<file path="config.mk">
export PLATFORM = sky130hd
export DESIGN_NAME = c64_dma_arbiter
export DESIGN_NICKNAME = d
export VERILOG_FILES = /design/src/rtl/c64_dma_arbiter.sv
export SDC_FILE = /design/constraint.sdc
export NUM_CORES = 1
export LEC_CHECK = 0
export BUFFER_PORTS_ARGS = -buffer_cell sky130_fd_sc_hd__buf_2
export CAP_MARGIN = 20
export CORE_MARGIN = 4
export CORE_UTILIZATION = 39
export DETAILED_ROUTE_END_ITERATION = 6
export PLACE_DENSITY = 0.85
export SETUP_SLACK_MARGIN = 0.2
export SLEW_MARGIN = 40
export SYNTH_ARGS = -nofsm -noshare
export SYNTH_HDL_FRONTEND = slang
export SYNTH_SLANG_ARGS = --single-unit
export TNS_END_PERCENT = 10
</file>
<file path="constraint.sdc">
create_clock -name clk -period 2.2 [get_ports clk]
set_clock_uncertainty 0.05 [all_clocks]
set_input_delay 0.11 -clock clk [delete_from_list [all_inputs] [get_ports clk]]
set_output_delay 0.11 -clock clk [all_outputs]
set_load 0.03 [all_outputs]
</file>
<file path="src/rtl/c64_dma_arbiter.sv">
// c64_dma_arbiter
// Lets an expansion DMA master (e.g. REU) take whole C64 bus cycles. A request
// pulls the 6510 RDY low at the next cycle boundary. The 6510 ignores RDY on write
// cycles, so up to MAX_WR CPU writes are allowed to drain first. After that the
// master is granted every bus cycle the VIC-II leaves free.
//
// Ports:
//   clk, reset                 system clock, synchronous active-high reset
//   phase, phi2                free-running bus-cycle phase and derived phi2
//   dma_req                    master bus request (level)
//   dma_cycle                  master may drive/sample the bus this clock
//   dma_addr/dma_dout/dma_we   master bus signals
//   dma_din                    bus read data, registered
//   cpu_addr/cpu_dout/cpu_we   CPU bus signals
//   cpu_rdy                    6510 RDY
//   vic_ba                     VIC bus-available (low: VIC owns the cycle)
//   bus_addr/bus_dout/bus_we   muxed system bus
//   bus_din                    system bus read data
//   granted                    master owns the current bus cycle
//   stolen                     saturating count of granted bus cycles
module c64_dma_arbiter #(
    parameter int unsigned PHASE_LEN = 32,
    parameter int unsigned WIN_START = 16,
    parameter int unsigned WIN_LEN   = 16,
    parameter int unsigned MAX_WR    = 3,
    localparam int unsigned PHASE_W  = $clog2(PHASE_LEN)
) (
    input  logic               clk,
    input  logic               reset,
    output logic [PHASE_W-1:0] phase,
    output logic               phi2,
    input  logic               dma_req,
    output logic               dma_cycle,
    input  logic [15:0]        dma_addr,
    input  logic [7:0]         dma_dout,
    input  logic               dma_we,
    output logic [7:0]         dma_din,
    input  logic [15:0]        cpu_addr,
    input  logic [7:0]         cpu_dout,
    input  logic               cpu_we,
    output logic               cpu_rdy,
    input  logic               vic_ba,
    output logic [15:0]        bus_addr,
    output logic [7:0]         bus_dout,
    output logic               bus_we,
    input  logic [7:0]         bus_din,
    output logic               granted,
    output logic [15:0]        stolen
);

    localparam int unsigned WR_W = $clog2(MAX_WR + 1);
    localparam logic [WR_W-1:0]    WR_MAX    = WR_W'(MAX_WR);
    localparam logic [WR_W-1:0]    WR_ONE    = WR_W'(1);
    localparam logic [PHASE_W-1:0] PHASE_ONE = PHASE_W'(1);
    // One extra bit so WIN_START+WIN_LEN == PHASE_LEN is representable.
    localparam logic [PHASE_W:0]   WIN_LO    = (PHASE_W + 1)'(WIN_START);
    localparam logic [PHASE_W:0]   WIN_HI    = (PHASE_W + 1)'(WIN_START + WIN_LEN);

    localparam logic [1:0] ST_IDLE  = 2'd0;
    localparam logic [1:0] ST_HALT  = 2'd1;
    localparam logic [1:0] ST_GRANT = 2'd2;

    logic [1:0]      state;
    logic [WR_W-1:0] wr_cnt;
    logic            boundary;
    logic            in_win;
    logic [PHASE_W:0] phase_ext;

    assign boundary  = (phase == '0);
    assign phase_ext = {1'b0, phase};
    assign in_win    = (phase_ext >= WIN_LO) && (phase_ext < WIN_HI);
    // PHASE_LEN is a power of 2, so the top phase bit is exactly the upper half.
    assign phi2      = phase[PHASE_W-1];
    assign dma_cycle = granted && in_win;

    always_ff @(posedge clk) begin
        if (reset) begin
            phase   <= '0;
            state   <= ST_IDLE;
            wr_cnt  <= '0;
            cpu_rdy <= 1'b1;
            granted <= 1'b0;
            stolen  <= 16'h0000;
            dma_din <= 8'h00;
        end else begin
            phase   <= phase + PHASE_ONE;
            dma_din <= bus_din;
            if (boundary) begin
                case (state)
                    ST_IDLE: begin
                        if (dma_req) begin
                            cpu_rdy <= 1'b0;
                            wr_cnt  <= '0;
                            state   <= ST_HALT;
                        end
                    end
                    ST_HALT: begin
                        if (!dma_req) begin
                            cpu_rdy <= 1'b1;
                            state   <= ST_IDLE;
                        end else if (cpu_we && (wr_cnt < WR_MAX)) begin
                            // CPU is mid-write and cannot be halted yet.
                            wr_cnt <= wr_cnt + WR_ONE;
                        end else begin
                            state   <= ST_GRANT;
                            granted <= vic_ba;
                            if (vic_ba && (stolen != 16'hFFFF)) begin
                                stolen <= stolen + 16'd1;
                            end
                        end
                    end
                    ST_GRANT: begin
                        if (!dma_req) begin
                            granted <= 1'b0;
                            cpu_rdy <= 1'b1;
                            state   <= ST_IDLE;
                        end else begin
                            // A cycle with vic_ba low belongs to the VIC.
                            granted <= vic_ba;
                            if (vic_ba && (stolen != 16'hFFFF)) begin
                                stolen <= stolen + 16'd1;
                            end
                        end
                    end
                    default: begin
                        granted <= 1'b0;
                        cpu_rdy <= 1'b1;
                        state   <= ST_IDLE;
                    end
                endcase
            end
        end
    end

    always_comb begin
        bus_addr = cpu_addr;
        bus_dout = cpu_dout;
        bus_we   = cpu_we;
        if (granted) begin
            bus_addr = dma_addr;
            bus_dout = dma_dout;
            bus_we   = dma_we;
        end
    end

endmodule

</file>
# Word-level counts from Yosys, hierarchy flattened
# Index checks and enable logic that the tools add are counted.
[totals]
wordCells = 63
ram_bits = 0
memories = 0
mem_bits_ro = 0
in_bits = 62
latch_bits = 0
output_inout_bits = 58
ff_bits = 35
[op_classes]
mux = 24
bitwise = 1
n_reduce_logical = 14
multipliers = 0
div_mod_pow = 0
order_cmp = 3
n_eq_ne = 11
shift = 0
addsub = 3
[ops]
columns = ["op", "n"]
rows = [
  ["16-bit 2-to-1 mux", 5],
  ["16-bit case mux with 2 select lines", 1],
  ["16-bit by 1-bit adder with 16-bit output (second input constant)", 1],
  ["16-bit != test (second input constant)", 1],
  ["2-bit 2-to-1 mux", 7],
  ["2-bit != test (second input constant)", 7],
  ["5-bit AND reduction", 2],
  ["8-bit 2-to-1 mux", 1],
  ["4-bit AND reduction", 2],
  ["5-bit by 6-bit < comparator with 1-bit output (second input constant)", 1],
  ["1-bit 2-to-1 mux", 6],
  ["2-bit case mux with 3 select lines", 1],
  ["5-bit by 1-bit adder with 5-bit output (second input constant)", 1],
  ["5-bit >= comparator (second input constant)", 1],
  ["5-bit logical NOT", 1],
  ["1-bit logical AND", 4],
  ["2-bit case mux with 2 select lines", 1],
  ["2-bit nonzero test", 2],
  ["3-bit != test (second input constant)", 1],
  ["1-bit case mux with 3 select lines", 1],
  ["3-bit AND reduction", 1],
  ["2-bit by 1-bit adder with 2-bit output (second input constant)", 1],
  ["2-bit by 1-bit equality test with 1-bit output (second input constant)", 1],
  ["2-bit equality test (second input constant)", 1],
  ["other kinds (5)", 5],
]

# Logic depth before layout (Yosys ltp)
# Gate-level depths: netlist of the first run.
[depth]
word_depth = 6
ltp_mapped = 8
depth_no_buf = 6

# Worst setup path after synthesis of the first run
# OpenSTA, ideal clock, no wires.
[synth_timing]
kind = "reg-to-reg"
startpoint = "reg stolen[0]"
endpoint = "reg stolen[14]"
path_buffers = 1
synth_period_minus_slack_ps = 2382
slack_ps = -182
setup_time_ps = 121
stages_incl_launch_ff = 7
required_time_ps = 2029
t_arrival_ps = 2211
cell_sequence = "dfxtp_1 ha_1 nand3_1 or4_1 buf_2 nor4_1 mux2_2"
[synth_via]
elab_chain_len = 6
elab_cells_between_ends = 8
classes_between = "1 x add/sub; 1 x eq/ne; 5 x mux; 1 x reduce/logical"
[synth_rtl]
columns = ["element", "line_no", "source"]
rows = [
  ["from (decl)", "48", "output logic [15:0] stolen"],
  ["from (signal assigned)", "108", "stolen <= stolen + 16'd1;"],
  ["from (signal assigned)", "121", "stolen <= stolen + 16'd1;"],
  ["parallel branches: the longest is 2 deep, another holds 16-bit by 1-bit adder with 16-bit output", "n/a", ""],
  ["16-bit 2-to-1 mux *", "107, 120", ""],
  ["16-bit 2-to-1 mux", "101", "end else if (cpu_we && (wr_cnt < WR_MAX)) begin"],
  ["16-bit 2-to-1 mux", "98", "if (!dma_req) begin"],
  ["16-bit case mux with 2 select lines *", "89", "case (state)"],
]
# Mark *: on every way between the ends. The select of a mux whose other input is x is not followed.
# A chain may end at the register's enable or synchronous reset.

# Worst setup path in the final report of the first run
[layout_timing]
startpoint = "reg phase[0]"
endpoint = "reg stolen[7]"
[layout_via]
elab_chain_len = 2
[layout_rtl]
columns = ["element", "line_no", "source"]
rows = [
  ["from (decl)", "30", "output logic [PHASE_W-1:0] phase,"],
  ["from (signal assigned)", "86", "phase <= phase + PHASE_ONE;"],
  ["5-bit logical NOT", "69", "assign boundary = (phase == '0);"],
  ["5-bit AND reduction (no line)", "n/a", ""],
]
# No other way between the ends.

==> metrics.md, run 1 <==
| Metric | Value |
|---|---|
| Fillers | `416` |
| Number of vias per cell | `5.22` |
| Syn_nets | `286` |
| RSZ-0062 raised after global routing | `yes` |
| Routed WL | `approximately 6600 um` |
| Sequential area share after synthesis | `between 30% and 40%` |
| Critical Path RT | `approximately 2.4 ns` |
| Worst Setup End Kind | `flip-flop` |
| Worst-path fanout max | `7` |
| Overall Global Routing Usage | `18.9%` |
| CTS sink count | `35` |
| First DRT Iteration DRCs | `between 100 and 150` |
| Top cells by count, synth | `dfxtp_1, mux2_2, nor2b_1` |
| Critical Path Start Type | `flip-flop` |
| Cell with the most instances after synthesis | `dfxtp_1` |
| Worst r2r dst | `stolen[7]$_SDFFE_PP0P_` |
| Die Width | `80.0 um` |
| DRC | `0` |
| Routed length per instance | `about 16 um` |
| CP Launch Point | `phase[0]$_SDFF_PP0_` |
| Post-synth EDFFs | `0` |
| Initial antenna violation count | `0` |
| FMAX | `474 MHz` |
| Fin. Hold Viols | `0` |
| Ant. Diodes | `0` |
| CTS tree | `built` |
| YS warnings | `0` |
| WL met3 | `roughly 360 um` |
| Flop2flop setup slack | `a little under 0.09 ns` |
| Post-synth top flop | `dfxtp_1` |
| Grt total ovfl | `0` |
| Post-synthesis async set-or-reset flop share | `0%` |
| Post-synthesis cell count | `approximately 220` |
| CTS buffer count | `5` |
| Mean post-synth cell area | `~9.4 um2` |
| Leak | `between 0.001 and 0.0015 uW` |
| CP endpoint | `stolen[7]$_SDFFE_PP0P_` |
| Number of global-route vias before repair | `between 2000 and 2500` |
| First-pass GRT wire length | `~10000 um` |
| Synth unique cells | `46` |
| Clock Pin Slew Worst Setup and Hold Paths | `approximately 0.080 ns` |
| 1st-pass router iterations | `4` |
| Routed wl met2 | `around 3600 um` |
| Pre-CTS setup slack | `between 0.03 and 0.04 ns` |
| WS Path Type | `flip-flop to flip-flop` |
| Die height | `~80 um` |
| Worst min path class | `input port to flip-flop` |
| PD cells | `roughly 540 nW/um2` |
| Ports | `120` |
| IO Port Bufs | `about 120` |
| Final #Nets | `between 400 and 500` |
| Final Worst Setup Slack | `0.0886 ns` |
| Max VDD drop | `0.480 mV` |
| CTS max path bufs | `2` |
| Fin. max-slew vios | `0` |
| ANT nets after route | `0` |
| Via count | `around 2200` |
| Synth Cell Area | `about 2000 um2` |
| CORE AREA | `between 4000 and 5000 um2` |
| Rows | `25` |
| Clock latency on the worst-skew pair | `a little under 0.3 ns` |
| Post-synth top area share | `between 30% and 40%` |
| Worst Path Arrival | `2.28 ns` |
| Clk Tree Root Cell | `clkbuf_8` |
| Largest net degree at the start of global routing | `40` |
| Setup violators final | `0` |
| Non-filler instance count after layout | `approximately 420` |
| Placed cells | `approximately 400` |
| Initial core utilization | `41.4%` |
| Top sig layer | `met4` |
| Post-DP HPWL | `between 4000 and 5000 um` |
| Total Power | `roughly 1700 uW` |
| Max cap viols | `0` |
| Final TNS setup | `0 ns` |
| Crit path time final | `between 2 and 2.5 ns` |
| GPL Wtd Cong | `~0.8` |
| Full die area | `6400 um2` |
| Layout area overhead | `53.1%` |
| Worst r2r src | `phase[0]$_SDFF_PP0_` |
| Worst Reg2Reg Path Length in Cells | `7` |
| Slew HR | `slightly above 50%` |
| Fin Hold WS | `roughly 0.25 ns` |
| Actual slew at the worst max-slew pin | `between 0.7 and 0.8 ns` |
| Synth top area cells | `dfxtp_1, mux2_2, ha_1` |
| H-tree depth | `2` |
| Synth area leader | `dfxtp_1` |
| Fraction of final layout cells with drive strength greater than 1 | `between 50% and 60%` |
| Post-route clock period utilization | `96.0%` |
| M1 WL | `roughly 2600 um` |
| FF+latch count, synth | `35` |
| Outcome | `complete, no violations` |
metal layers:
layer | up-vias | GRT usage [%]
li1 | 1069 | -
met1 | 1063 | 23.5
met2 | 71 | 32.3
met3 | 7 | 4.40
met4 | 0 | 5.41
met5 | - | 0
registers in the layout (all words and copies together) (netlist names):
register  cells
cpu_rdy       1
phase         5
granted       1
wr_cnt        2
state         2
stolen       16
dma_din       8
metrics by stage:
stage,utilization (%),area (um2)
2_1_floorplan,-,2070
4_1_cts,61.0,2980
5_1_grt,63.4,3090
3_5_place_dp,56.1,2740
3_3_place_gp,56.1,2740
6_report,63.4,3090
layout by cell type (no fill, tap or decap), types with 3 or more instances in the layout:
master,count
buf_2,120
mux2_2,29
dfxtp_1,29
buf_4,16
nor2b_1,15
nor2_1,14
a21oi_1,11
nand2_1,8
dlygate4sd3_1,8
nand3_1,7
o31ai_1,7
clkbuf_8,6
o21ai_0,5
nand4_1,5
or4_1,5
ha_1,5
dfxtp_2,4
inv_2,3
or4_4,3
inv_1,3
nor4_4,3
mux2i_1,3
ha_4,3
worst min path at each step:
| stage | to | depth (start not counted) | from | slack (ns) |
|---|---|---|---|---|
| after floorplan | dma_din[0]$_SDFF_PP0_ | 1 | bus_din[0] | 0.19 |
| after global placement | dma_din[1]$_SDFF_PP0_ | 2 | bus_din[1] | 0.27 |
| after CTS | stolen[6]$_SDFFE_PP0P_ | 4 | vic_ba | 0.20 |
| final | cpu_rdy$_SDFFE_PP1P_ | 4 | dma_req | 0.25 |
| after global routing | state[1]$_SDFFE_PP0P_ | 3 | dma_req | 0.28 |
| after detailed placement | dma_din[0]$_SDFF_PP0_ | 2 | bus_din[0] | 0.27 |
logic make-up after synthesis:
| kind of cell | count (synthesis) | synth area share (%) |
|---|---|---|
| buf+inv | 20 | 4.40 |
| simple gates | 81 | 24.9 |
| fa+ha+maj | 8 | 4.95 |
| mux | 33 | 18.2 |
| compound gates | 36 | 11.6 |
| flops | 35 | 34.7 |
| xor+xnor | 3 | 1.30 |
where the power goes:
part           leakage, uW  total [uW]  switching, uW  internal, uW
Sequential        0.000289         677           18.7           658
Combinational      0.00105         479            264           215
Clock            0.0000474         510            254           256
Total              0.00139        1670            537          1130
worst max-delay path: stages, from the launching register on:
cell and delay [ns]:
dfxtp_1 0.32, inv_2 0.07, ha_4 0.13, nor4b_4 0.40, nand4_1 0.26, buf_6 0.21, or4_1 0.46, a21oi_1 0.13
repair_timing:
| action | CTS | global route |
|---|---|---|
| setup buffers | 5 | 4 |
| gates resized for setup | 7 | 17 |
| endpoints found under the setup margin | 13 | 17 |
| endpoints found under the hold margin | 8 | 0 |
| cloned | 0 | 1 |
| pin swaps | 4 | 6 |
| hold buffers | 8 | 0 |
area by class of cell:
cell class	instances	area [um2]	area share, %
clock buffer	6	82.6	2.67
tap	67	83.8	2.71
clock inverter	2	16.3	0.526
inverter	7	28.8	0.930
multi-input combinational	161	1360	43.9
sequential	35	713	23.0
timing repair buffer	145	812	26.2
Note: power is estimated with default switching activity, not from simulation.
==> run 2, diff against run 1 <==
--- a/config.mk
+++ b/config.mk
@@ -6,12 +6,13 @@
 export NUM_CORES = 1
 export LEC_CHECK = 0
 export BUFFER_PORTS_ARGS = -buffer_cell sky130_fd_sc_hd__buf_2
-export CAP_MARGIN = 20
+export CAP_MARGIN = 10
 export CORE_MARGIN = 4
-export CORE_UTILIZATION = 39
+export CORE_UTILIZATION = 41
+export CTS_BUF_LIST = sky130_fd_sc_hd__clkbuf_4
 export DETAILED_ROUTE_END_ITERATION = 6
-export PLACE_DENSITY = 0.85
-export SETUP_SLACK_MARGIN = 0.2
+export PLACE_DENSITY = 0.88
+export SETUP_SLACK_MARGIN = 0.4
 export SLEW_MARGIN = 40
 export SYNTH_ARGS = -nofsm -noshare
 export SYNTH_HDL_FRONTEND = slang
==> metrics.md, run 2 (same netlist as run 1, synthesis figures left out) <==
| Metric | Value |
|---|---|
| Routed length per instance | `between 10 and 15 um` |
| Leak | `approximately 0.0014 uW` |
| Worst Setup End Kind | `flip-flop` |
| Setup violators final | `0` |
| Die height | `~78 um` |
| Final #Nets | `about 430` |
| Worst min path class | `input port to flip-flop` |
| Fin. max-slew vios | `0` |
| Full die area | `around 6100 um2` |
| First-pass GRT wire length | `approximately 9400 um` |
| RSZ-0062 raised after global routing | `yes` |
| CORE AREA | `4750 um2` |
| GPL Wtd Cong | `about 0.76` |
| ANT nets after route | `0` |
| Largest Register | `stolen` |
| FMAX | `465 MHz` |
| Fraction of final layout cells with drive strength greater than 1 | `56.4%` |
| Commonest non-fill, non-tap cells in the layout | `buf_2, dfxtp_1, mux2_2` |
| Ports | `120` |
| Post-route clock period utilization | `a little over nine tenths` |
| Clock latency on the worst-skew pair | `roughly 0.35 ns` |
| Largest net degree at the start of global routing | `40` |
| Layout area overhead | `49.8%` |
| Fillers | `approximately 420` |
| Die Width | `78.2 um` |
| H-tree depth | `2` |
| Largest registers | `stolen x16, dma_din x8, phase x5` |
| Max reg flops | `16` |
| IO Port Bufs | `119` |
| DRC | `0` |
| Rows | `25` |
| Critical Path RT | `between 2 and 2.5 ns` |
| Number of vias per cell | `~5.1` |
| Max VDD drop | `0.559 mV` |
| First DRT Iteration DRCs | `87` |
| WS Path Type | `flip-flop to flip-flop` |
| Fin. Hold Viols | `0` |
| Final Worst Setup Slack | `about 0.05 ns` |
| CTS sink count | `35` |
| Via count | `2174` |
| Number of global-route vias before repair | `approximately 2000` |
| Max cap viols | `0` |
| Worst Path Arrival | `around 2.4 ns` |
| Ant. Diodes | `0` |
| CTS buffer count | `5` |
| Grt total ovfl | `0` |
| Slew HR | `a little over half` |
| Critical Path Start Type | `flip-flop` |
| Routed WL | `slightly above 6000 um` |
| CTS max path bufs | `2` |
| Clk Tree Root Cell | `clkbuf_4` |
| Pre-CTS setup slack | `around 0.06 ns` |
| Total Power | `roughly 1500 uW` |
| Clock Pin Slew Worst Setup and Hold Paths | `between 0.1 and 0.15 ns` |
| Initial core utilization | `a little over two fifths` |
| PD cells | `between 400 and 500 nW/um2` |
| Initial antenna violation count | `0` |
| Worst-path fanout max | `6` |
| Most common cell after layout, fill and taps aside | `buf_2` |
| Post-DP HPWL | `between 4000 and 5000 um` |
| CTS tree | `built` |
| 1st-pass router iterations | `4` |
| Outcome | `complete, no violations` |
| Overall Global Routing Usage | `a little under a fifth` |
| Actual slew at the worst max-slew pin | `~0.7 ns` |
| Crit path time final | `between 2 and 2.5 ns` |
run 2: cell count changes in the layout (fill, tap and decap cells not counted), moves of 2 or more:
cell      previous run  this run
clkbuf_8             6         0
ha_4                 3         1
ha_2                 0         2
clkbuf_4             0         7
run 2: critical path, cell delays in order (launching register included):
cell and delay (ns):
dfxtp_2 0.37, inv_4 0.05, ha_4 0.17, and3b_4 0.19, or4_4 0.59, buf_4 0.17
nor4_4 0.16, mux2_4 0.32
run 2: stage by stage:
stage	TNS, ns	instance area (um2)	hold WS [ns]	cells	utilization [%]
6_report	0	3030	0.179	425	63.7
3_5_place_dp	0	2740	0.280	398	57.7
5_1_grt	-0.0140	3030	0.196	425	63.7
3_3_place_gp	0	2740	0.267	398	57.7
2_1_floorplan	0	2070	0.188	216	-
4_1_cts	0	2880	0.157	414	60.7
run 2: report_power, final:
part | leakage, uW | switching (uW) | total, uW | internal, uW
clock network | 0.0000361 | 219 | 368 | 149
logic | 0.00105 | 244 | 453 | 209
registers | 0.000288 | 20.1 | 678 | 658
total | 0.00137 | 483 | 1500 | 1020
run 2: layout make-up:
type                            count  area (um2)  area share (%)
Inverter                            7        28.8           0.951
Tap cell                           67        83.8            2.77
Multi-Input combinational cell    161        1320            43.6
Clock buffer                        7        52.6            1.74
Sequential cell                    35         713            23.6
Timing Repair Buffer              147         823            27.2
Clock inverter                      1        5.00           0.165
run 2: what timing repair did:
item | 4_1_cts | 5_1_grt
endpoints found under the hold margin | 8 | 0
gates cloned | 0 | 1
setup endpoints to repair | 18 | 46
hold buffers | 8 | 0
pin swaps | 0 | 9
resized for setup | 2 | 17
buffers inserted | 0 | 10
run 2: worst paths after layout:
kind,from,to,slack (ns),depth (start not counted)
max,state[1]$_SDFFE_PP0P_,stolen[14]$_SDFFE_PP0P_,0.05,7
min,vic_ba,granted$_SDFFE_PP0P_,0.18,5
max reg2reg,state[1]$_SDFFE_PP0P_,stolen[14]$_SDFFE_PP0P_,0.05,7
min reg2reg,stolen[15]$_SDFFE_PP0P_,stolen[15]$_SDFFE_PP0P_,0.45,2
run 2: layer usage:
layer	vias up	track usage, %	routed length (um)
li1	1080	-	-
met1	1023	23.2	2500
met2	61	32.4	3320
met3	10	4.01	317
met4	0	5.59	99
met5	-	0	0
==> run 3, diff against run 2 <==
--- a/config.mk
+++ b/config.mk
@@ -7,11 +7,13 @@
 export LEC_CHECK = 0
 export BUFFER_PORTS_ARGS = -buffer_cell sky130_fd_sc_hd__buf_2
 export CAP_MARGIN = 10
+export CELL_PAD_IN_SITES_DETAIL_PLACEMENT = 1
+export CELL_PAD_IN_SITES_GLOBAL_PLACEMENT = 2
 export CORE_MARGIN = 4
-export CORE_UTILIZATION = 41
+export CORE_UTILIZATION = 22
 export CTS_BUF_LIST = sky130_fd_sc_hd__clkbuf_4
 export DETAILED_ROUTE_END_ITERATION = 6
-export PLACE_DENSITY = 0.88
+export PLACE_DENSITY = 0.87
 export SETUP_SLACK_MARGIN = 0.4
 export SLEW_MARGIN = 40
 export SYNTH_ARGS = -nofsm -noshare
==> metrics.md, run 3 (same netlist as run 1, synthesis figures left out) <==
| Metric | Value |
|---|---|
| CTS sink count | `35` |
| Clock latency on the worst-skew pair | `roughly 0.35 ns` |
| Largest registers | `stolen x16, dma_din x8, phase x5` |
| Clk Tree Root Cell | `clkbuf_4` |
| Crit path time final | `around 2 ns` |
| Critical Path Start Type | `flip-flop` |
| CTS tree | `built` |
| Fraction of final layout cells with drive strength greater than 1 | `between 50 and 60%` |
| Max cap viols | `0` |
| Fin. max-slew vios | `0` |
| Ports | `120` |
| Most Crowded Layer GR | `met2` |
| Clock Pin Slew Worst Setup and Hold Paths | `around 0.13 ns` |
| First-pass GRT wire length | `about 11000 um` |
| Initial antenna violation count | `0` |
| Worst Reg2Reg Path Length in Cells | `6` |
| Die Width | `between 100 and 150 um` |
| Grt total ovfl | `0` |
| Worst Setup End Kind | `flip-flop` |
| CP endpoint | `stolen[10]$_SDFFE_PP0P_` |
| Routed length per instance | `between 15 and 20 um` |
| Fillers | `~1100` |
| Fin Hold WS | `approximately 0.08 ns` |
| RSZ-0062 raised after global routing | `yes` |
| Slew HR | `a little over half` |
| CORE AREA | `8850 um2` |
| IO Port Bufs | `119` |
| Number of vias per cell | `about 4.7` |
| Critical Path RT | `around 2.4 ns` |
| Clk pwr share | `between 20% and 30%` |
| Max VDD drop | `between 0.3 and 0.4 mV` |
| P_int | `1130 uW` |
| Largest net degree at the start of global routing | `28` |
| Overall Global Routing Usage | `about an eighth` |
| CTS buffer count | `5` |
| Commonest non-fill, non-tap cells in the layout | `buf_2, mux2_2, dfxtp_1` |
| Rows | `34` |
| Worst-path fanout max | `6` |
| Largest Register | `stolen` |
| Worst min path class | `input port to flip-flop` |
| Number of global-route vias before repair | `roughly 2300` |
| Comb pwr share | `around 30%` |
| Fin. Hold Viols | `0` |
| Met1 Use GR | `between 10 and 15%` |
| Worst r2r src | `state[1]$_SDFFE_PP0P_` |
| Most common cell after layout, fill and taps aside | `buf_2` |
| WS Path Type | `flip-flop to flip-flop` |
| Post-route clock period utilization | `92.9%` |
| H-tree depth | `2` |
| GRT met2 Usage | `approximately 22%` |
| Ant. Diodes | `0` |
| First DRT Iteration DRCs | `56` |
| Via count | `roughly 2200` |
| FMAX | `between 400 and 500 MHz` |
| Final #Nets | `~430` |
| Routed WL | `7240 um` |
| Actual slew at the worst max-slew pin | `approximately 0.68 ns` |
| DRC | `0` |
| Full die area | `10800 um2` |
| Worst Path Arrival | `between 2 and 2.5 ns` |
| CTS max path bufs | `2` |
| ANT nets after route | `0` |
| Switching share of total power | `between 30% and 40%` |
| P_sw | `between 500 and 600 uW` |
| GPL Wtd Cong | `0.743` |
| Layout area overhead | `60.8%` |
| Initial core utilization | `between 20 and 25%` |
| Outcome | `complete, no violations` |
| 1st-pass router iterations | `4` |
| CP Launch Point | `state[1]$_SDFFE_PP0P_` |
| Post-DP HPWL | `about 5200 um` |
| Sequential share of power | `40.7%` |
| Leak | `between 0.001 and 0.0015 uW` |
| Worst r2r dst | `stolen[10]$_SDFFE_PP0P_` |
| Max reg flops | `16` |
| Flop2flop setup slack | `0.16 ns` |
| Final TNS setup | `0 ns` |
| GR met3 Demand/Resource | `approximately 3.4%` |
| Setup violators final | `0` |
| PD cells | `about 500 nW/um2` |
| Die height | `about 100 um` |
[run 3: how the worst min path moves through the flow]
stage          slack [ns]                       to  cells after the start       start
6_report             0.08  stolen[12]$_SDFFE_PP0P_                      2       reset
5_1_grt              0.08     granted$_SDFFE_PP0P_                      2       reset
4_1_cts              0.07  stolen[15]$_SDFFE_PP0P_                      2       reset
3_5_place_dp         0.28    dma_din[3]$_SDFF_PP0_                      2  bus_din[3]
3_3_place_gp         0.27    dma_din[3]$_SDFF_PP0_                      2  bus_din[3]
2_1_floorplan        0.19    dma_din[0]$_SDFF_PP0_                      1  bus_din[0]
[run 3: worst max-delay path, stage by stage (launching register included)]
cell     delay [ns]
dfxtp_4        0.39
inv_4          0.04
ha_4           0.16
and3b_4        0.18
or4_4          0.55
nor4_4         0.23
mux2_2         0.35
[run 3: routing by layer]
layer	share of wire, %	vias to the layer above
met5	0	-
met4	0.61	0
met3	5.4	5
met2	53	59
met1	41	1075
li1	-	1094
[run 3: cell type report]
class / instances / area (um2) / area share, %
Clock buffer: 5 / 37.5 / 1.16
Clock inverter: 3 / 42.5 / 1.31
Inverter: 7 / 28.8 / 0.886
Multi-Input combinational cell: 161 / 1400 / 42.9
Sequential cell: 35 / 723 / 22.3
Tap cell: 108 / 135 / 4.16
Timing Repair Buffer: 154 / 887 / 27.3
[run 3: what timing repair did]
item / 4_1_cts / 5_1_grt
resized for setup: 5 / 34
endpoints found under the hold margin: 8 / 0
setup endpoints to repair: 18 / 46
hold buffers: 8 / 0
pin swaps: 5 / 8
setup buffers: 5 / 13
gates cloned: 0 / 1
[run 3: power groups by stage]
stage                     logic (uW)  registers [uW]  clock network, uW
after floorplan                  231             724                  0
after global placement           400             688                  0
after detailed placement         411             691                  0
after CTS                        449             679                513
after global routing             544             685                534
final                            502             680                490
[run 3: stage by stage]
stage                     area [um2]  power (uW)  instances  utilization (%)  worst slack, ns
after floorplan                 2070         956        216                -          0.00491
after global placement          2790        1090        438             31.5            0.113
after detailed placement        2790        1100        438             31.5           0.0524
after CTS                       3000        1640        459             33.9           0.0798
after global routing            3250        1760        473             36.7           0.0986
final                           3250        1670        473             36.7            0.156
